File: src/rtl/branch_hazard_pkg.sv
// Shared types, forwarding selects and stall-count rule for the ID-stage
// branch hazard controller.
package branch_hazard_pkg;

  localparam logic [1:0] FWD_RF    = 2'b00;
  localparam logic [1:0] FWD_EXMEM = 2'b01;
  localparam logic [1:0] FWD_MEMWB = 2'b10;

  typedef enum logic {
    IDLE = 1'b0,
    WAIT = 1'b1
  } state_t;

  typedef enum logic [1:0] {
    STG_EX  = 2'd0,
    STG_MEM = 2'd1,
    STG_WB  = 2'd2
  } stage_t;

  // Cycles a branch must hold before the producer's value can reach the comparator.
  function automatic int unsigned stall_count(input stage_t stage, input logic is_load,
                                              input int unsigned mem_lat);
    case (stage)
      STG_EX:  return is_load ? (1 + mem_lat) : 1;
      STG_MEM: return is_load ? mem_lat : 0;
      default: return 0;
    endcase
  endfunction

endpackage

File: src/rtl/branch_dep_check.sv
// Per-operand dependency check: stall cycles needed and comparator forwarding select.
module branch_dep_check
  import branch_hazard_pkg::*;
#(
  parameter int REG_AW   = 3,
  parameter int MEM_LAT  = 1,
  parameter int ZERO_REG = 1,
  parameter int CNT_W    = 2
) (
  input  logic [REG_AW-1:0] src,
  input  logic [REG_AW-1:0] rd_ex,
  input  logic              wen_ex,
  input  logic              load_ex,
  input  logic [REG_AW-1:0] rd_mem,
  input  logic              wen_mem,
  input  logic              load_mem,
  input  logic [REG_AW-1:0] rd_wb,
  input  logic              wen_wb,
  output logic [CNT_W-1:0]  cnt,
  output logic [1:0]        fwd
);

  localparam bit ZR = (ZERO_REG != 0);

  logic src_ok;
  logic dep_ex;
  logic dep_mem;
  logic dep_wb;

  assign src_ok  = !(ZR && (src == '0));
  assign dep_ex  = src_ok && wen_ex  && (rd_ex  == src);
  assign dep_mem = src_ok && wen_mem && (rd_mem == src);
  assign dep_wb  = src_ok && wen_wb  && (rd_wb  == src);

  // The youngest producer decides; an older match is shadowed by it.
  always_comb begin
    cnt = '0;
    fwd = FWD_RF;
    if (dep_ex) begin
      cnt = CNT_W'(stall_count(STG_EX, load_ex, MEM_LAT));
    end else if (dep_mem && load_mem) begin
      cnt = CNT_W'(stall_count(STG_MEM, 1'b1, MEM_LAT));
    end
    if (dep_mem) begin
      fwd = load_mem ? FWD_RF : FWD_EXMEM;
    end else if (dep_wb) begin
      fwd = FWD_MEMWB;
    end
  end

endmodule

File: src/rtl/branch_hazard_ctrl.sv
// Branch hazard controller: combinational detection, registered multi-cycle
// stall release, comparator forwarding and IF/ID flush on taken branches.
module branch_hazard_ctrl
  import branch_hazard_pkg::*;
#(
  parameter int REG_AW   = 3,
  parameter int MEM_LAT  = 1,
  parameter int ZERO_REG = 1
) (
  input  logic              clk,
  input  logic              rst_n,
  input  logic              branch_id,
  input  logic              taken_id,
  input  logic [REG_AW-1:0] rs_id,
  input  logic [REG_AW-1:0] rt_id,
  input  logic [REG_AW-1:0] rd_ex,
  input  logic              wen_ex,
  input  logic              load_ex,
  input  logic [REG_AW-1:0] rd_mem,
  input  logic              wen_mem,
  input  logic              load_mem,
  input  logic [REG_AW-1:0] rd_wb,
  input  logic              wen_wb,
  input  logic              kill,
  output logic              stall_pc,
  output logic              stall_ifid,
  output logic              bubble_idex,
  output logic [1:0]        fwd_a,
  output logic [1:0]        fwd_b,
  output logic              flush_ifid
);

  localparam int CNT_W = $clog2(MEM_LAT + 2);

  logic [CNT_W-1:0] cnt_rs;
  logic [CNT_W-1:0] cnt_rt;
  logic [CNT_W-1:0] need;
  logic [1:0]       fwd_rs;
  logic [1:0]       fwd_rt;

  state_t           state_q;
  state_t           state_d;
  logic [CNT_W-1:0] cnt_q;
  logic [CNT_W-1:0] cnt_d;
  logic             stall;

  branch_dep_check #(
    .REG_AW(REG_AW), .MEM_LAT(MEM_LAT), .ZERO_REG(ZERO_REG), .CNT_W(CNT_W)
  ) u_dep_rs (
    .src(rs_id), .rd_ex(rd_ex), .wen_ex(wen_ex), .load_ex(load_ex),
    .rd_mem(rd_mem), .wen_mem(wen_mem), .load_mem(load_mem),
    .rd_wb(rd_wb), .wen_wb(wen_wb), .cnt(cnt_rs), .fwd(fwd_rs)
  );

  branch_dep_check #(
    .REG_AW(REG_AW), .MEM_LAT(MEM_LAT), .ZERO_REG(ZERO_REG), .CNT_W(CNT_W)
  ) u_dep_rt (
    .src(rt_id), .rd_ex(rd_ex), .wen_ex(wen_ex), .load_ex(load_ex),
    .rd_mem(rd_mem), .wen_mem(wen_mem), .load_mem(load_mem),
    .rd_wb(rd_wb), .wen_wb(wen_wb), .cnt(cnt_rt), .fwd(fwd_rt)
  );

  assign need = (cnt_rs > cnt_rt) ? cnt_rs : cnt_rt;

  always_ff @(posedge clk or negedge rst_n) begin
    if (!rst_n) begin
      state_q <= IDLE;
      cnt_q   <= '0;
    end else begin
      state_q <= state_d;
      cnt_q   <= cnt_d;
    end
  end

  // cnt_q holds the stall cycles still owed after the current one; the
  // detection cycle itself is the first stall, so a 1-cycle need never leaves IDLE.
  always_comb begin
    state_d = state_q;
    cnt_d   = cnt_q;
    stall   = 1'b0;
    case (state_q)
      IDLE: begin
        if (branch_id && !kill && (need != '0)) begin
          stall = 1'b1;
          if (need > CNT_W'(1)) begin
            state_d = WAIT;
            cnt_d   = need - CNT_W'(1);
          end
        end
      end
      WAIT: begin
        if (kill) begin
          state_d = IDLE;
          cnt_d   = '0;
        end else begin
          stall = 1'b1;
          if (cnt_q <= CNT_W'(1)) begin
            state_d = IDLE;
            cnt_d   = '0;
          end else begin
            cnt_d = cnt_q - CNT_W'(1);
          end
        end
      end
      default: begin
        state_d = IDLE;
        cnt_d   = '0;
      end
    endcase
  end

  // Every output is gated by rst_n so reset silences them even combinationally.
  assign stall_pc    = rst_n && stall;
  assign stall_ifid  = rst_n && stall;
  assign bubble_idex = rst_n && stall;
  assign fwd_a       = (rst_n && !stall) ? fwd_rs : FWD_RF;
  assign fwd_b       = (rst_n && !stall) ? fwd_rt : FWD_RF;
  assign flush_ifid  = rst_n && branch_id && taken_id && !stall && !kill;

endmodule

File: config.mk
export PLATFORM = sky130hd
export DESIGN_NAME = branch_hazard_ctrl
export DESIGN_NICKNAME = d
export VERILOG_FILES = /design/src/rtl/branch_hazard_pkg.sv /design/src/rtl/branch_dep_check.sv /design/src/rtl/branch_hazard_ctrl.sv
export SDC_FILE = /design/constraint.sdc
export NUM_CORES = 1
export LEC_CHECK = 0
export CAP_MARGIN = 25
export CORE_AREA = 3 3 48 50
export DETAILED_ROUTE_END_ITERATION = 8
export DIE_AREA = 0 0 51 53
export PLACE_DENSITY_LB_ADDON = 0.05
export SLEW_MARGIN = 20
export SYNTH_ARGS = -nofsm -noshare
export SYNTH_HDL_FRONTEND = slang
export SYNTH_SLANG_ARGS = --single-unit
File: constraint.sdc
create_clock -name clk -period 3.7 [get_ports clk]
set_clock_uncertainty 0.05 [all_clocks]
set_input_delay 0.555 -clock clk [delete_from_list [all_inputs] [get_ports clk]]
set_output_delay 0.555 -clock clk [all_outputs]
set_load 0.005 [all_outputs]
==> results of run 1 <==
-- layout make-up --
class | count | area [um^2]
clock buffer | 4 | 26.3
inverter | 6 | 22.5
sequential | 3 | 75.1
tap | 27 | 33.8
multi-input combinational | 81 | 787
fill | 149 | 453
timing repair buffer | 72 | 544
-- path summary, 6_finish.rpt --
kind | depth (start not counted) | endpoint | slack (ps) | from
min in group asynchronous | 1 | cnt_q[1] | 530 | rst_n
setup / recovery | 19 | fwd_a[0] | -330 | rs_id[0]
hold / removal | 2 | cnt_q[1] | 520 | cnt_q[1]
setup reg to reg | 6 | cnt_q[0] | 2460 | state_q
hold reg to reg | 2 | cnt_q[1] | 520 | cnt_q[1]
max in group asynchronous | 1 | cnt_q[0] | 2840 | rst_n
-- logic make-up after synthesis --
kind of cell               Yosys count  share of synthesized area (%)
muxes                                2                           3.15
xor gates and xnor gates            12                           15.6
DFF                                  3                           11.1
and+or+nand+nor                     40                           32.8
AOI/OAI and AO/OA                   22                           21.9
buffers and inverters                9                           6.12
adders and majority gates            5                           9.28
-- layer usage --
layer	global-route usage (%)	up-vias	wire length (um)
li1	-	476	-
met3	3.38	8	104
met2	38.4	26	1410
met5	0	-	0
met1	20.3	463	1010
met4	6.73	0	66
-- cell usage in the layout, fill, tap and decap left out, types with 4 or more instances in the layout --
cell type        instances
a21oi_1                  4
buf_6                    4
inv_1                    5
o21a_1                   4
buf_2                   14
dlygate4sd2_1            4
clkdlybuf4s50_1          9
nand2_1                  5
buf_4                   37
nor2_1                   6
xor2_1                   4
-- what timing repair did --
item,CTS,global route
gates resized for setup,111,17
pin swaps,27,23
gates cloned,0,0
setup endpoints to repair,10,10
hold endpoints to repair,0,0
setup buffers,9,6
-- report_power, final --
group / internal [W] / total (W) / switching, W
Combinational: 0.0000893 / 0.000160 / 0.0000709
Clock: 0.0000404 / 0.0000578 / 0.0000173
Sequential: 0.0000365 / 0.0000395 / 0.00000296
-- per-stage QoR --
step / setup TNS, ps / area [um^2]
5_1_grt: -3640 / 1490
3_3_place_gp: -9130 / 1210
4_1_cts: -2360 / 1410
6_report: -2170 / 1490
3_5_place_dp: -9630 / 1210
2_1_floorplan: 0 / 682
-- registers in the layout, summed over array words and instances (netlist names) --
name     cells
cnt_q        2
state_q      1
-- worst max-delay path, delay by kind of cell --
family | cells | cell delay [ps]
adders and majority gates | 2 | 460
buffers and inverters | 6 | 760
and+or+nand+nor | 7 | 900
muxes | 1 | 200
AOI/OAI and AO/OA | 2 | 350
xor gates and xnor gates | 1 | 180
==> results.json, run 1 <==
{
  "crit_required_ps": 3090,
  "dr.first_iter.drc_count": 10,
  "initial_core_util_pct": 34.7,
  "finalSetupViolCount": 8,
  "rsz0062_at_grt": "yes",
  "setup_ws_ps": -332,
  "p_per_area_nw_per_um2": 173,
  "finalNetCount": 197,
  "async_flop_share_pct": 100,
  "crit_type": "in2out",
  "max_freq_mhz": 248,
  "synth.most_common_cell": "nor2_1",
  "netlist_top_cells_count": "nor2_1, nand2_1, xor2_1, inv_1, o21ai_0",
  "synth_edf_count": 0,
  "power_w": 0.000257,
  "path_cells": "buf_6 > buf_6 > xor2_4 > nor4_4 > buf_4 > mux2i_2 > ha_2 > nand2_2 > o21a_1 > buf_4 > nand3_2 > nand3b_1 > ha_2 > nand2b_4 > a21o_1 > buf_6 > nand2_4 > nor3b_2 > buf_2",
  "drv_slew": 0,
  "overflow": 0,
  "maxCapViolCount": 0,
  "wl_per_cell_um": 13.4,
  "syn_inst": 93,
  "critPathMaxStageDelay_ps": 290,
  "post-route-min-period_ps": 4030,
  "post-route-util_pct": 76.7,
  "post-dp-hpwl_mm": 1.69,
  "finalNonFillerCells": 193,
  "grt_pass1_vias": 948,
  "status": "finished, violations left",
  "drive_gt1_share_pct": 60.8,
  "grt_start_max_net_pins": 8,
  "drtPass1Iterations": 4,
  "ys_seq_elements": 3,
  "vias_per_cell": 5.04,
  "hold_viol_final": 0,
  "post-route-period-util_pct": 109,
  "wl_mm": 2.59,
  "yosysWarnings": 0,
  "h-tree-depth": 1,
  "p_leak_nw": 0.680,
  "tightest_slew_ps": 302,
  "antenna_cells": 0,
  "cp-end-kind": "output port",
  "clkLatencyLatePin_ps": 230,
  "worstHoldPathType": "reg2reg",
  "ys.flop_type": "dfrtp_1",
  "dp.cells": 175,
  "arrival_ps": 3430,
  "cts.sinks": 3,
  "die_height_um": 53,
  "path_max_fanout": 3,
  "path_clk_slew_ps": 40,
  "vdd_ir_drop_max_mv": 0.128,
  "track_usage_pct": 19.4,
  "design.core.area_um2": 1940,
  "start_kind": "input pin",
  "num_vias": 973,
  "yosysTopAreaCell": "dfrtp_1",
  "antenna_found_initial": 0,
  "ios": 33,
  "hold_buffers": 0,
  "drc": 0,
  "grt_pass1_wl_mm": 3.93,
  "clock_path_buffers": 2,
  "violations": "setup timing",
  "ys_types": 36,
  "cts_root_buffer": "clkbuf_4",
  "avgSynthCellArea_um2": 7.25,
  "gp_congestion": 0.782,
  "ys_top_cells_by_area": "dfrtp_1, ha_1, xor2_1",
  "numCtsBuffers": 3,
  "synth_nets": 123,
  "slowest_stage": "nor4_4",
  "detail-route-antenna-nets": 0,
  "seq_area_frac_synth_pct": 11.1,
  "cts_tree": "built",
  "syn_area_um2": 674,
  "yosysTopAreaCellShare_pct": 11.1,
  "dieWidth_um": 51,
  "die_area_um2": 2700,
  "hold_ws_ps": 518,
  "place_ws_ps": -1130,
  "port_buffers": 32,
  "slew_headroom_pct": 79.7,
  "rows": 16,
  "area_delta_synth_final_pct": 121,
  "critPathMostFrequentCell": "buf_6"
}
No activity file was read; power rests on OpenSTA's default activity.
==> run 2: changes to the inputs <==
SETUP_SLACK_MARGIN = 0.05   (was unset)
==> run 2 against run 1 <==
Net effect:
- the run still ends with setup timing left
- critical path depth fell by 1
- non-clock buffer count increased by 8
- cell count rose by 4.1%
- fmax is 0.88% higher
- largest power group unchanged
==> results.json, run 2 (same netlist as run 1, synthesis figures left out) <==
{
  "status": "finished, violations left",
  "violations": "setup timing",
  "path_clk_slew_ps": 40,
  "post-route-period-util_pct": 108,
  "grt_start_max_net_pins": 8,
  "seq_power_share_pct": 14.7,
  "switching_power_w": 0.0000956,
  "fill_cells": 130,
  "cts_root_buffer": "clkbuf_4",
  "largest_register_ff_count": 2,
  "drv_slew": 0,
  "post-route-min-period_ps": 4000,
  "wl_per_cell_um": 15.0,
  "wl_mm": 3.02,
  "critPathLaunch": "rd_mem[1]",
  "num_vias": 1013,
  "hold_buffers": 0,
  "track_usage_pct": 24.3,
  "h-tree-depth": 1,
  "antenna_found_initial": 0,
  "rows": 16,
  "p_per_area_nw_per_um2": 174,
  "detail-route-antenna-nets": 0,
  "power.internal_w": 0.000175,
  "overflow": 0,
  "finalNonFillerCells": 201,
  "p_clk_share_pct": 21.1,
  "hold_viol_final": 0,
  "initial_core_util_pct": 34.7,
  "final_common_cell": "buf_4",
  "design.core.area_um2": 1940,
  "layout_common_cells": "buf_4, buf_2, clkdlybuf4s50_1",
  "numCtsBuffers": 3,
  "drc": 0,
  "max_freq_mhz": 250,
  "final_area_um2": 1550,
  "path_max_fanout": 3,
  "slew_headroom_pct": 79.2,
  "drive_gt1_share_pct": 63.2,
  "post-dp-hpwl_mm": 1.75,
  "gp_congestion": 0.765,
  "area_delta_synth_final_pct": 130,
  "cts.sinks": 3,
  "arrival_ps": 3390,
  "antenna_cells": 0,
  "finalSetupViolCount": 8,
  "drtPass1Iterations": 4,
  "post-route-util_pct": 80.0,
  "crit_type": "in2out",
  "rsz0062_at_grt": "yes",
  "ios": 33,
  "clock_path_buffers": 2,
  "die_height_um": 53,
  "grt_pass1_vias": 1079,
  "crit_required_ps": 3090,
  "finalNetCount": 205,
  "top_regs": "cnt_q (2), state_q (1)",
  "die_area_um2": 2700,
  "cp-end-kind": "output port",
  "clkLatencyLatePin_ps": 230,
  "port_buffers": 32,
  "tightest_slew_ps": 309,
  "grt_pass1_wl_mm": 4.85,
  "r2r_start": "state_q",
  "vias_per_cell": 5.04,
  "pwr-share-comb_pct": 64.2,
  "dieWidth_um": 51,
  "setup_ws_ps": -297,
  "top_register": "cnt_q",
  "dp.cells": 175,
  "maxCapViolCount": 0,
  "placed_cell_area_um2": 1210,
  "worstHoldPathType": "in2async",
  "dr.first_iter.drc_count": 23,
  "p_leak_nw": 0.710,
  "swShare_pct": 35.3,
  "vdd_ir_drop_max_mv": 0.109,
  "start_kind": "input pin",
  "cts_tree": "built"
}
-- run 2: cell count changes in the layout (fill, tap and decap cells not counted), sizes merged --
cell	before	now
dlygate4sd2	4	3
buf	55	64
clkbuf	7	4
clkdlybuf4s15	1	4
-- run 2: what timing repair did --
action,in CTS,in global routing
gates cloned,0,0
pin swaps,26,5
buffers inserted,20,2
setup endpoints to repair,11,10
gates resized for setup,127,6
-- run 2: path summary, 6_finish.rpt --
check                           end  slack, ps  depth (start not counted)
min reg2reg                cnt_q[1]        570                          2
min                        cnt_q[1]        530                          1
max reg2reg                cnt_q[0]       2480                          5
max                        fwd_b[0]       -300                         18
max in group asynchronous  cnt_q[0]       2830                          1
min in group clk           cnt_q[1]        570                          2
-- run 2: cell type report --
cell class / count / area (um^2) / area share, %
clock buffers: 4 / 26.3 / 1.69
multi-input cells: 81 / 771 / 49.6
repair buffers: 80 / 624 / 40.2
inverters: 6 / 22.5 / 1.45
flip-flops and latches: 3 / 75.1 / 4.83
well taps: 27 / 33.8 / 2.18
-- run 2: through the flow --
stage | power (W) | hold slack, ps | TNS, ps | worst slack, ps
after floorplan | 0.0000887 | 209 | 0 | 53.3
final | 0.000271 | 533 | -1840 | -297
after detailed placement | 0.000159 | 558 | -9660 | -1100
after global routing | 0.000291 | 538 | -3270 | -461
after global placement | 0.000156 | 504 | -9370 | -1090
after CTS | 0.000259 | 527 | -1130 | -190
-- run 2: power groups by stage --
| stage | clock network [W] | registers, W | logic, W |
|---|---|---|---|
| 3_5_place_dp | 0 | 0.0000401 | 0.000119 |
| 4_1_cts | 0.0000593 | 0.0000399 | 0.000160 |
| 2_1_floorplan | 0 | 0.0000390 | 0.0000497 |
| 6_report | 0.0000571 | 0.0000397 | 0.000174 |
| 5_1_grt | 0.0000633 | 0.0000407 | 0.000187 |
| 3_3_place_gp | 0 | 0.0000397 | 0.000117 |
-- run 2: worst max-delay path, cell delays in order --
cell,delay [ps]
clkdlybuf4s15_2,220
xnor2_2,140
nand3_2,120
nor4b_2,270
buf_4,170
mux2_4,140
ha_2,270
nand2_2,80
o21ai_2,60
o32a_2,340
nand3b_1,100
ha_2,170
nand2b_4,110
a21o_1,160
buf_6,120
nand2_4,60
nor3b_2,180
buf_2,130
-- run 2: routing by layer --
layer / vias up / global-route usage [%] / share of wire, %
met5: - / 0 / 0
met4: 0 / 8.07 / 2.4
met3: 8 / 4.23 / 4.7
met2: 35 / 47.9 / 54
met1: 477 / 25.5 / 38
li1: 493 / - / -
==> run 3: changes to the inputs <==
CORE_AREA = 3 3 47 49   (was 3 3 48 50)
CTS_BUF_LIST = sky130_fd_sc_hd__clkbuf_4   (was unset)
DIE_AREA = 0 0 50 52   (was 0 0 51 53)
==> run 3 against run 2 <==
Net effect:
- the flow still finishes with violations (setup timing)
- flip-flop and latch count stayed put
- global-route usage is 3.4 points lower
- final area is 6.8% lower
- fmax is 0.35% higher
- die area is 3.8% lower
- clock-buffer cell count stayed put
- worst setup slack better by 14 ps
- combinational power is 11% lower
- hold slack worse by 40 ps
- critical path depth is 1 lower
- first-iteration DRC count is 48% lower
- sequential share of layout area is 0.35 points higher
- highest routed layer unchanged
==> results.json, run 3 (same netlist as run 1, synthesis figures left out) <==
{
  "status": "finished, violations left",
  "violations": "setup timing",
  "clkLatencyLatePin_ps": 250,
  "cp-end-kind": "output port",
  "grt_start_max_net_pins": 8,
  "p_leak_nw": 0.656,
  "crit_type": "in2out",
  "setup_ws_ps": -283,
  "largest_register_ff_count": 2,
  "initial_core_util_pct": 35.5,
  "finalNetCount": 195,
  "rsz0062_at_grt": "yes",
  "power_w": 0.000264,
  "grt_pass1_wl_mm": 4.15,
  "hold_buffers": 0,
  "gp_congestion": 0.740,
  "slew_headroom_pct": 76.2,
  "wl_mm": 2.70,
  "area_delta_synth_final_pct": 115,
  "tightest_slew_ps": 356,
  "ios": 33,
  "cts_tree": "built",
  "top_register": "cnt_q",
  "finalSetupViolCount": 8,
  "rows": 16,
  "drtPass1Iterations": 4,
  "post-route-min-period_ps": 3980,
  "vias_per_cell": 5.06,
  "design.core.area_um2": 1900,
  "h-tree-depth": 1,
  "overflow": 0,
  "detail-route-antenna-nets": 0,
  "crit_required_ps": 3090,
  "top_regs": "cnt_q (2), state_q (1)",
  "fill_cells": 138,
  "num_vias": 967,
  "drive_gt1_share_pct": 57.3,
  "wl_per_cell_um": 14.2,
  "grt_pass1_vias": 997,
  "final_common_cell": "buf_4",
  "worstHoldPathType": "in2async",
  "post-route-period-util_pct": 108,
  "antenna_cells": 0,
  "antenna_found_initial": 0,
  "cts.sinks": 3,
  "p_per_area_nw_per_um2": 182,
  "numCtsBuffers": 3,
  "clock_path_buffers": 2,
  "drv_slew": 0,
  "start_kind": "input pin",
  "maxCapViolCount": 0,
  "dieWidth_um": 50,
  "multi_input_area_um2": 742,
  "hold_viol_final": 0,
  "post-dp-hpwl_mm": 1.72,
  "path_max_fanout": 3,
  "vdd_ir_drop_max_mv": 0.159,
  "path_clk_slew_ps": 40,
  "layout_common_cells": "buf_4, buf_2, clkdlybuf4s50_1",
  "seqCellArea_um2": 75.1,
  "drc": 0,
  "arrival_ps": 3380,
  "max_freq_mhz": 251,
  "post-route-util_pct": 76.1,
  "fin_setup_tns_ps": -1600,
  "die_height_um": 52,
  "dr.first_iter.drc_count": 12,
  "cts_root_buffer": "clkbuf_4",
  "die_area_um2": 2600,
  "track_usage_pct": 20.9,
  "port_buffers": 32
}
run 3: critical path: stages:
cell and delay, ps:
buf_6 90, buf_6 120, xor2_4 150, nor4_4 300
buf_4 170, mux2i_2 200, ha_1 280, nand2_2 90
o21ai_2 60, o32a_2 330, nand3b_1 90, ha_2 170
nand2b_4 110, a21o_1 170, nand3_2 110, nor4_2 220
buf_2 160
run 3: worst paths after layout:
path | from | end | slack (ps) | cells after the start
max | rs_id[0] | fwd_b[1] | -280 | 17
min | rst_n | state_q | 490 | 1
max reg2reg | state_q | cnt_q[0] | 2480 | 5
min reg2reg | cnt_q[1] | cnt_q[1] | 510 | 2
max in group asynchronous | rst_n | cnt_q[0] | 2880 | 1
min in group clk | cnt_q[1] | cnt_q[1] | 510 | 2
run 3: area by class of cell:
| cell class | count | area share [%] |
|---|---|---|
| Multi-Input combinational cell | 81 | 51.3 |
| Timing Repair Buffer | 70 | 37.6 |
| Sequential cell | 3 | 5.19 |
| Tap cell | 27 | 2.33 |
| Clock buffer | 4 | 2.07 |
| Inverter | 6 | 1.56 |
run 3: power breakdown:
part | internal, W | switching (W) | total (W)
combinational | 0.0000864 | 0.0000677 | 0.000154
sequential | 0.0000365 | 0.00000345 | 0.0000399
clock | 0.0000480 | 0.0000218 | 0.0000698
run 3: timing repair:
item | 4_1_cts | 5_1_grt
pin swaps | 25 | 6
resized for setup | 110 | 11
endpoints found under the hold margin | 0 | 0
setup endpoints to repair | 11 | 9
setup buffers | 13 | 3
run 3: routing by layer:
layer | track usage [%] | vias up | wire length, um
met5 | 0 | - | 0
met4 | 9.68 | 0 | 51
met3 | 1.72 | 8 | 98
met2 | 45.4 | 32 | 1580
met1 | 18.6 | 455 | 971
li1 | - | 472 | -
run 3: stage by stage:
stage	worst slack, ps	hold WS, ps	instance area, um^2	cells
3_5_place_dp	-1140	508	1180	171
4_1_cts	-198	493	1400	188
2_1_floorplan	53.3	209	682	93
6_report	-283	493	1450	191
5_1_grt	-444	512	1450	191
3_3_place_gp	-1110	501	1180	171
